===== src/rtl/imm_encoder_pkg.sv =====
// imm_encoder_pkg: shared constant width, immediate-kind encodings and encoder states.
package imm_encoder_pkg;
    localparam int IMM_WORD_SIZE = 16;
    localparam logic [1:0] IMM_KIND_ADI = 2'b00;
    localparam logic [1:0] IMM_KIND_LHI = 2'b01;
    localparam logic [1:0] IMM_KIND_ORI = 2'b10;
    typedef enum logic [1:0] {
        IMMENC_IDLE = 2'b00,
        IMMENC_ADI  = 2'b01,
        IMMENC_LHI  = 2'b10,
        IMMENC_ORI  = 2'b11
    } immenc_state_e;
endpackage


===== src/rtl/imm_classifier.sv =====
// imm_classifier: splits a 16-bit constant and flags whether it fits a sign-extended byte.
module imm_classifier (
    input  logic [15:0] value_i,
    output logic        fits8_o,
    output logic        lo_zero_o,
    output logic [7:0]  hi_byte_o,
    output logic [7:0]  lo_byte_o
);
    assign fits8_o   = (&value_i[15:7]) | ~(|value_i[15:7]);
    assign lo_zero_o = ~(|value_i[7:0]);
    assign hi_byte_o = value_i[15:8];
    assign lo_byte_o = value_i[7:0];
endmodule


===== src/rtl/imm_encoder.sv =====
// imm_encoder: turns a 16-bit constant into the shortest ADI / LHI / LHI+ORI immediate sequence.
module imm_encoder
    import imm_encoder_pkg::*;
#(
    parameter int WORD_SIZE = IMM_WORD_SIZE
) (
    input  logic                 clk,
    input  logic                 reset_n,
    input  logic                 in_valid,
    output logic                 in_ready,
    input  logic [WORD_SIZE-1:0] in_value,
    output logic                 out_valid,
    input  logic                 out_ready,
    output logic [1:0]           out_kind,
    output logic [7:0]           out_imm,
    output logic                 out_last,
    output logic                 busy,
    output logic [15:0]          out_count
);
    immenc_state_e state_q, state_d;
    logic [1:0]    kind_q, kind_d;
    logic [7:0]    imm_q, imm_d;
    logic          last_q, last_d;
    logic [7:0]    ori_q, ori_d;
    logic [15:0]   count_q, count_d;
    logic          fits8, lo_zero, fire;
    logic [7:0]    hi_byte, lo_byte;

    imm_classifier u_cls (
        .value_i   (in_value),
        .fits8_o   (fits8),
        .lo_zero_o (lo_zero),
        .hi_byte_o (hi_byte),
        .lo_byte_o (lo_byte)
    );

    assign in_ready  = state_q == IMMENC_IDLE;
    assign out_valid = state_q != IMMENC_IDLE;
    assign busy      = out_valid;
    assign fire      = out_valid && out_ready;
    assign out_kind  = kind_q;
    assign out_imm   = imm_q;
    assign out_last  = last_q;
    assign out_count = count_q;

    always_comb begin
        state_d = state_q;
        kind_d  = kind_q;
        imm_d   = imm_q;
        last_d  = last_q;
        ori_d   = ori_q;
        count_d = count_q;
        if (in_ready && in_valid) begin
            state_d = fits8 ? IMMENC_ADI : IMMENC_LHI;
            kind_d  = fits8 ? IMM_KIND_ADI : IMM_KIND_LHI;
            imm_d   = fits8 ? lo_byte : hi_byte;
            last_d  = fits8 | lo_zero;
            ori_d   = lo_byte;
        end else if (fire) begin
            count_d = count_q + 16'd1;
            // Only an LHI without last has a pending OR byte to emit.
            if (state_q == IMMENC_LHI && !last_q) begin
                state_d = IMMENC_ORI;
                kind_d  = IMM_KIND_ORI;
                imm_d   = ori_q;
                last_d  = 1'b1;
            end else begin
                state_d = IMMENC_IDLE;
            end
        end
    end

    always_ff @(posedge clk) begin
        if (!reset_n) begin
            state_q <= IMMENC_IDLE;
            kind_q  <= '0;
            imm_q   <= '0;
            last_q  <= 1'b0;
            ori_q   <= '0;
            count_q <= '0;
        end else begin
            state_q <= state_d;
            kind_q  <= kind_d;
            imm_q   <= imm_d;
            last_q  <= last_d;
            ori_q   <= ori_d;
            count_q <= count_d;
        end
    end
endmodule


===== config.mk =====
export PLATFORM = sky130hd
export DESIGN_NAME = imm_encoder
export DESIGN_NICKNAME = d
export VERILOG_FILES = /design/src/rtl/imm_encoder_pkg.sv /design/src/rtl/imm_classifier.sv /design/src/rtl/imm_encoder.sv
export SDC_FILE = /design/constraint.sdc
export NUM_CORES = 1
export LEC_CHECK = 0
export BUFFER_PORTS_ARGS = -buffer_cell sky130_fd_sc_hd__buf_2
export CORE_MARGIN = 10
export CORE_UTILIZATION = 46
export CTS_CLUSTER_DIAMETER = 50
export DETAILED_ROUTE_END_ITERATION = 10
export GPL_ROUTABILITY_DRIVEN = 1
export PLACE_DENSITY = 0.72
export RECOVER_POWER = 50
export SLEW_MARGIN = 20
export SYNTH_ARGS = -nofsm -noshare
export SYNTH_HDL_FRONTEND = slang
export SYNTH_SLANG_ARGS = --single-unit

===== constraint.sdc =====
create_clock -name clk -period 1.8 [get_ports clk]
set_input_delay 0 -clock clk [delete_from_list [all_inputs] [get_ports clk]]
set_output_delay 0 -clock clk [all_outputs]
set_load 0.01 [all_outputs]

# Word level (Yosys, flattened, before mapping)
# Cells that the tools add are included.
# Widths: inputs -> output; s select.
# totals
reg_bits	37
latchBits	0
ram_bits	0
rom_bits	0
input_bits	20
out_inout_bits	30
wordCells	41
n_memories	0
# classes
addsub	1
n_mul	0
n_div	0
n_lt_le_gt_ge	0
n_eq_ne	1
shifts	0
mux	15
bitwise_logic	5
n_reduce_logical	13
# op_table
cell	n
$mux 8	4
$add 16x1->16 const B	1
$mux 2	7
$reduce_and 9->1	1
$reduce_or 9->1	1
$reduce_or 8->1	1
$reduce_bool 2->1	3
$mux 1	4
$reduce_and 2->1	2
$logic_and 1x1->1	3
$not 1->1	3
$eq 2x2->1 const B	1
$logic_not 2->1	1
$or 1x1->1	2
$logic_not 1->1	1

# Logic depth before layout (Yosys ltp)
# depth
word_depth	5
ltp_mapped	6
mapped_depth_nobuf	5

# By module
# From an unflattened synthesis, not the netlist that was laid out.
# unflattened
cells_unflattened	228
area_unflattened_um2	1826.8
# modules_own_cells
mod	n_inst	cells_each	area_per_inst_um2	seq_area_each_um2
imm_encoder	1	201	1645.3	740.7
imm_classifier	1	27	181.4	0.0

# Least setup slack after synthesis
# OpenSTA, ideal clock, no wires.
# synth_path
path_type	reg-to-reg
from	reg count_q[0], in the netlist out_count[0]
to	reg count_q[12], in the netlist out_count[12]
setup_ns	0.070
t_arrival_ns	1.543
t_required_ns	1.730
setup_slack_ns	0.187
path_stages_with_launch	7
n_path_buf	1
period_less_slack_ns	1.613
path_cell_list	dfxtp_1 ha_1 inv_1 or4_1 clkbuf_1 nor4_1 o21bai_1
# synth_via
elab_chain_cells	1
# synth_rtl
item	line	text
start: declaration	imm_encoder.sv:25	logic [15:0] count_q, count_d;
start signal: assignment	imm_encoder.sv:87	count_q <= count_d;
$add 16x1->16	imm_encoder.sv:60	count_d = count_q + 16'd1;
# No other way between the ends.
# A chain may end at the register's enable or synchronous reset.

# Worst setup path in the final report
# layout_path
from	reg state_q[1]
to	reg imm_q[4], in the netlist out_imm[4]
# layout_via
elab_chain_cells	4
word_cells_on_any_way	10
cone_classes	1 x eq/ne; 1 x mux; 8 x reduce/logical
# layout_rtl
item	line	text
start: declaration	imm_encoder.sv:20	immenc_state_e state_q, state_d;
start signal: assignment	imm_encoder.sv:82	state_q <= state_d;
$eq 2x2->1 (tied with other cells)	imm_encoder.sv:62	if (state_q == IMMENC_LHI && !last_q) begin
$logic_and 1x1->1, on equally long branches	imm_encoder.sv:62, imm_encoder.sv:40, imm_encoder.sv:53	
$reduce_bool 2->1 (no line)	n/a	
$reduce_and 2->1 (no line)	n/a	
end signal: assignment	imm_encoder.sv:84	imm_q <= imm_d;
end: declaration	imm_encoder.sv:22	logic [7:0] imm_q, imm_d;
# Parallel ways exist; a longest one is shown, timed or not.

==> impl_summary.md <==
Synth
The area fraction in compound gates after synthesis is 17.0%. Synthesis instantiated 40 different standard cells from the library. The Yosys step of the flow raised 0 warnings. The post-synth net total is around 220. By area, the combinational part of the netlist is dominated by simple AND/OR/NAND/NOR gates.

Synthesis inferred 37 register bits. The cell area that synthesis handed to floorplanning was 1720 um^2. After Yosys synthesis, full adders, half adders and majority gates account for less than 1% of the synthesized area. For this run, the register share of the synthesized area comes to 43.0%. The instance count of the mapped netlist is 202. Measured against the total synthesized area, the mux share comes to 5.81%. The fraction of synthesized cell area in xor and xnor cells is 4.58%. The area share of and/or/nand/nor cells after synthesis is 24.9%.

The average cell area after synthesis is 8.52 um^2.

Placement
The final HPWL from detailed placement is 3210 um. The number of input and output port buffers inserted is 49. The routability-driven placement congestion ratio is between 0.7 and 0.8.

Global route
The total overflow left after global routing is 0. The first global-routing pass estimated about 7000 um of wire. The combined global-route utilization of all metal layers is 13.4%.

The number of antenna violations at the first check in global routing was 0. The via count of the first global-routing pass is 1476. The maximum number of pins on one net before global-route repair is 23.

Critical path
Traced cell by cell, the critical path runs through nor4bb_2 > buf_4 > mux2i_1 > a21oi_1 > o221a_1. STA classifies the critical path startpoint as a flip-flop. The critical path class is flip-flop to flip-flop. The combined buffer and inverter count along the critical path is 1. Broken down by cell family, the worst path's largest delay share belongs to flip-flops. The largest single stage delay on the critical path is 460 ps. The highest net fanout along the worst path is 11.

STA classifies the critical path endpoint as a flip-flop. The data required time at the worst endpoint is 1990 ps. The critical path arrival is 1880 ps.

The largest individual stage delay along the critical path comes from the cell sky130_fd_sc_hd__dfxtp_1.

Final layout
The number of fill cells in the layout is 342. The signed area change from the synthesized netlist to the final layout is 31.5%. The most common cell after layout, fill and taps aside is sky130_fd_sc_hd__dfxtp_1. The number of inserted diodes is 0.

The net count of the finished layout is about 290. Cells with a size suffix above 1 make up 18.0% of the layout. Leaving out fill and tap cells, the most frequent cells in the layout are sky130_fd_sc_hd__dfxtp_1 (36), sky130_fd_sc_hd__nand2_1 (34), sky130_fd_sc_hd__clkbuf_1 (30).

Timing
Headroom to the max-slew limit came out at 67.1%. Setup violations remaining at the end of the flow were counted as 0. Across the routed clock network, the largest skew measured is 4.89 ps. The worst path needs 1690 ps of the cycle, external delays included. The final critical path takes up between 90% and 100% of the cycle. On the final layout, the worst hold slack is 0.648 ps. At the pin with the least slew margin, the transition time is between 400 and 500 ps. Timing would allow up to between 500 and 600 MHz.

The count of final max-slew check failures is 0. Setup repair after global routing left no endpoint under its margin. The hold violation total from the final report was 0. The total negative setup slack is 0 ps.

Routing
The average detailed-routed wire length per instance is 14.3 um. Using the TritonRoute via totals, the vias-per-cell ratio works out to 5.27. The count of unresolved DRC violations after routing is 0. The via count is 1659. The total wire length after detailed routing is approximately 4500 um. The pre-antenna-repair detailed-routing pass consisted of 4 iterations. The number of nets with antenna violations after detailed routing is 0. The first routing iteration left 86 violations.

Floorplanning
The die width is 81.2 um. The floorplan has 22 rows. The height of the die is 81.2 um.

Once the floorplan was initialized, standard cells occupied 47.4% of the core. The die covers 6590 um^2. The core outline area is ~3600 um^2.

Pin placement for this block handled 50 I/O pins.

Power and ir drop
The cell leakage power is 0.864 nW. The design draws 2.02 mW. The maximum ir drop on the vdd rail is approximately 0.52 mV. The power density normalized to cell area is 891 nW/um^2.

Flow run
The number of violations of the max-capacitance limit is 0.

Outcome
The flow ran to the end, and the final reports show no timing, DRC or antenna violations.

Clock tree
The register clock-pin slew on the reported worst setup and hold paths is 80 ps. The clock reaches the later pin of the worst-skew pair after 300 ps. No sink is reached through more buffers than the 2 on the longest clock path. In this run the clock root is driven by a sky130_fd_sc_hd__clkbuf_8. The H-tree was split into 2 levels. TritonCTS built the clock tree. The post-CTS repair timing setup buffer count is 0.

The clock net sink count is 37. The number of buffers created by CTS is 5.

Worst hold path
The type of the most critical hold path is input pin to flip-flop.
Yosys cell counts:
library cell                count  share of area (%)
sky130_fd_sc_hd__or4_4          1               0.65
sky130_fd_sc_hd__nor3b_2        1               0.73
sky130_fd_sc_hd__clkinv_1       1               0.22
sky130_fd_sc_hd__o31ai_1        1               0.44
sky130_fd_sc_hd__a21oi_1       22                6.4
sky130_fd_sc_hd__o2111ai_1      1               0.51
sky130_fd_sc_hd__and4_1         1               0.51
sky130_fd_sc_hd__xor2_1         6                3.1
sky130_fd_sc_hd__a211oi_1       1               0.44
sky130_fd_sc_hd__inv_1          3               0.65
sky130_fd_sc_hd__or4_1          1               0.44
sky130_fd_sc_hd__nand2_1       34                7.4
sky130_fd_sc_hd__nand3_1        5                1.5
sky130_fd_sc_hd__mux2i_1       10                5.8
sky130_fd_sc_hd__or3_1          3                1.1
sky130_fd_sc_hd__o21bai_1       3                1.3
sky130_fd_sc_hd__o2111a_1       1               0.65
sky130_fd_sc_hd__o21ai_0        2               0.58
sky130_fd_sc_hd__or3_4          1               0.65
sky130_fd_sc_hd__or2_2          1               0.36
sky130_fd_sc_hd__o221a_1        3                2.0
sky130_fd_sc_hd__o21ai_2        1               0.51
sky130_fd_sc_hd__nand4_1        4                1.5
sky130_fd_sc_hd__o22a_1         3                1.5
sky130_fd_sc_hd__nor3_1         5                1.5
sky130_fd_sc_hd__nor4bb_1       1               0.58
sky130_fd_sc_hd__buf_2          1               0.29
sky130_fd_sc_hd__o211ai_1       4                1.7
sky130_fd_sc_hd__a22oi_1        1               0.44
sky130_fd_sc_hd__buf_4          2               0.87
sky130_fd_sc_hd__and3_1         1               0.36
sky130_fd_sc_hd__dfxtp_1       37                 43
sky130_fd_sc_hd__nor2_1        18                3.9
sky130_fd_sc_hd__ha_1           1               0.73
sky130_fd_sc_hd__nand2b_1       2               0.73
sky130_fd_sc_hd__xnor2_1        3                1.5
sky130_fd_sc_hd__nor4_4         1                1.2
sky130_fd_sc_hd__clkbuf_1       9                2.0
sky130_fd_sc_hd__nor4_1         5                1.8
sky130_fd_sc_hd__a31o_2         1               0.51
metal layers:
layer  up-vias  share of wire, %  GRT usage, %
li1        847                 -             -
met1       758                44          16.4
met2        46                48          20.9
met3         8               6.9          4.97
met4         0               1.4          5.02
met5         -                 0             0
power by group:
group	total (mW)	internal, mW	switching, mW
Combinational	0.270	0.119	0.151
Sequential	0.890	0.860	0.0296
Clock	0.858	0.550	0.307
flip-flops by register name, summed over array words and instances, names as in the netlist:
name,cells
ori_q,8
out_count,16
out_imm,8
out_kind,2
out_last,1
state_q,2
per-stage QoR:
stage | cells | area, um^2 | worst slack (ps) | utilization [%]
final | 315 | 2260 | 111 | 62.3
after global placement | 298 | 2070 | 170 | 57.1
after CTS | 315 | 2300 | 65.4 | 63.3
after detailed placement | 298 | 2070 | 81.6 | 57.1
after global routing | 315 | 2260 | 0.670 | 62.3
after floorplan | 202 | 1720 | 187 | -
worst paths after layout:
| kind | from | end | slack [ps] | depth (start not counted) |
|---|---|---|---|---|
| worst min register to register | ori_q[4] | ori_q[4] | 460 | 2 |
| worst min-delay path | in_value[11] | out_imm[3] | 0.6 | 2 |
| worst max register to register | state_q[1] | out_imm[4] | 110 | 5 |
| worst max-delay path | state_q[1] | out_imm[4] | 110 | 5 |
final cells by class:
cell class                 instances  area, um^2  area share, %
clock inverter                     3        65.1           2.87
timing repair buffer              69         390           17.2
tap                               48        60.1           2.65
multi-input combinational        149         922           40.7
sequential                        37         742           32.8
inverter                           4        15.0          0.663
clock buffer                       5        68.8           3.04
logic make-up (layout without fill, tap and decap cells):
group / Yosys count / after routing
AOI/OAI and AO/OA: 44 / 44
xor gates and xnor gates: 9 / 9
adders and majority gates: 1 / 1
buffers and inverters: 16 / 81
DFF: 37 / 37
muxes: 10 / 10
and+or+nand+nor: 85 / 85
worst register-to-register path, cell delays in order (launching register included):
cell and delay (ps):
sky130_fd_sc_hd__dfxtp_1 460, sky130_fd_sc_hd__nor4bb_2 420, sky130_fd_sc_hd__buf_4 290, sky130_fd_sc_hd__mux2i_1 220
sky130_fd_sc_hd__a21oi_1 80, sky130_fd_sc_hd__o221a_1 130
repair_timing:
item | in CTS | in global routing
hold buffers | 9 | 0
hold endpoints to repair | 9 | 0
resized for setup | 0 | 2
setup endpoints to repair | 0 | 2
Power figures use the tool's default switching activity.
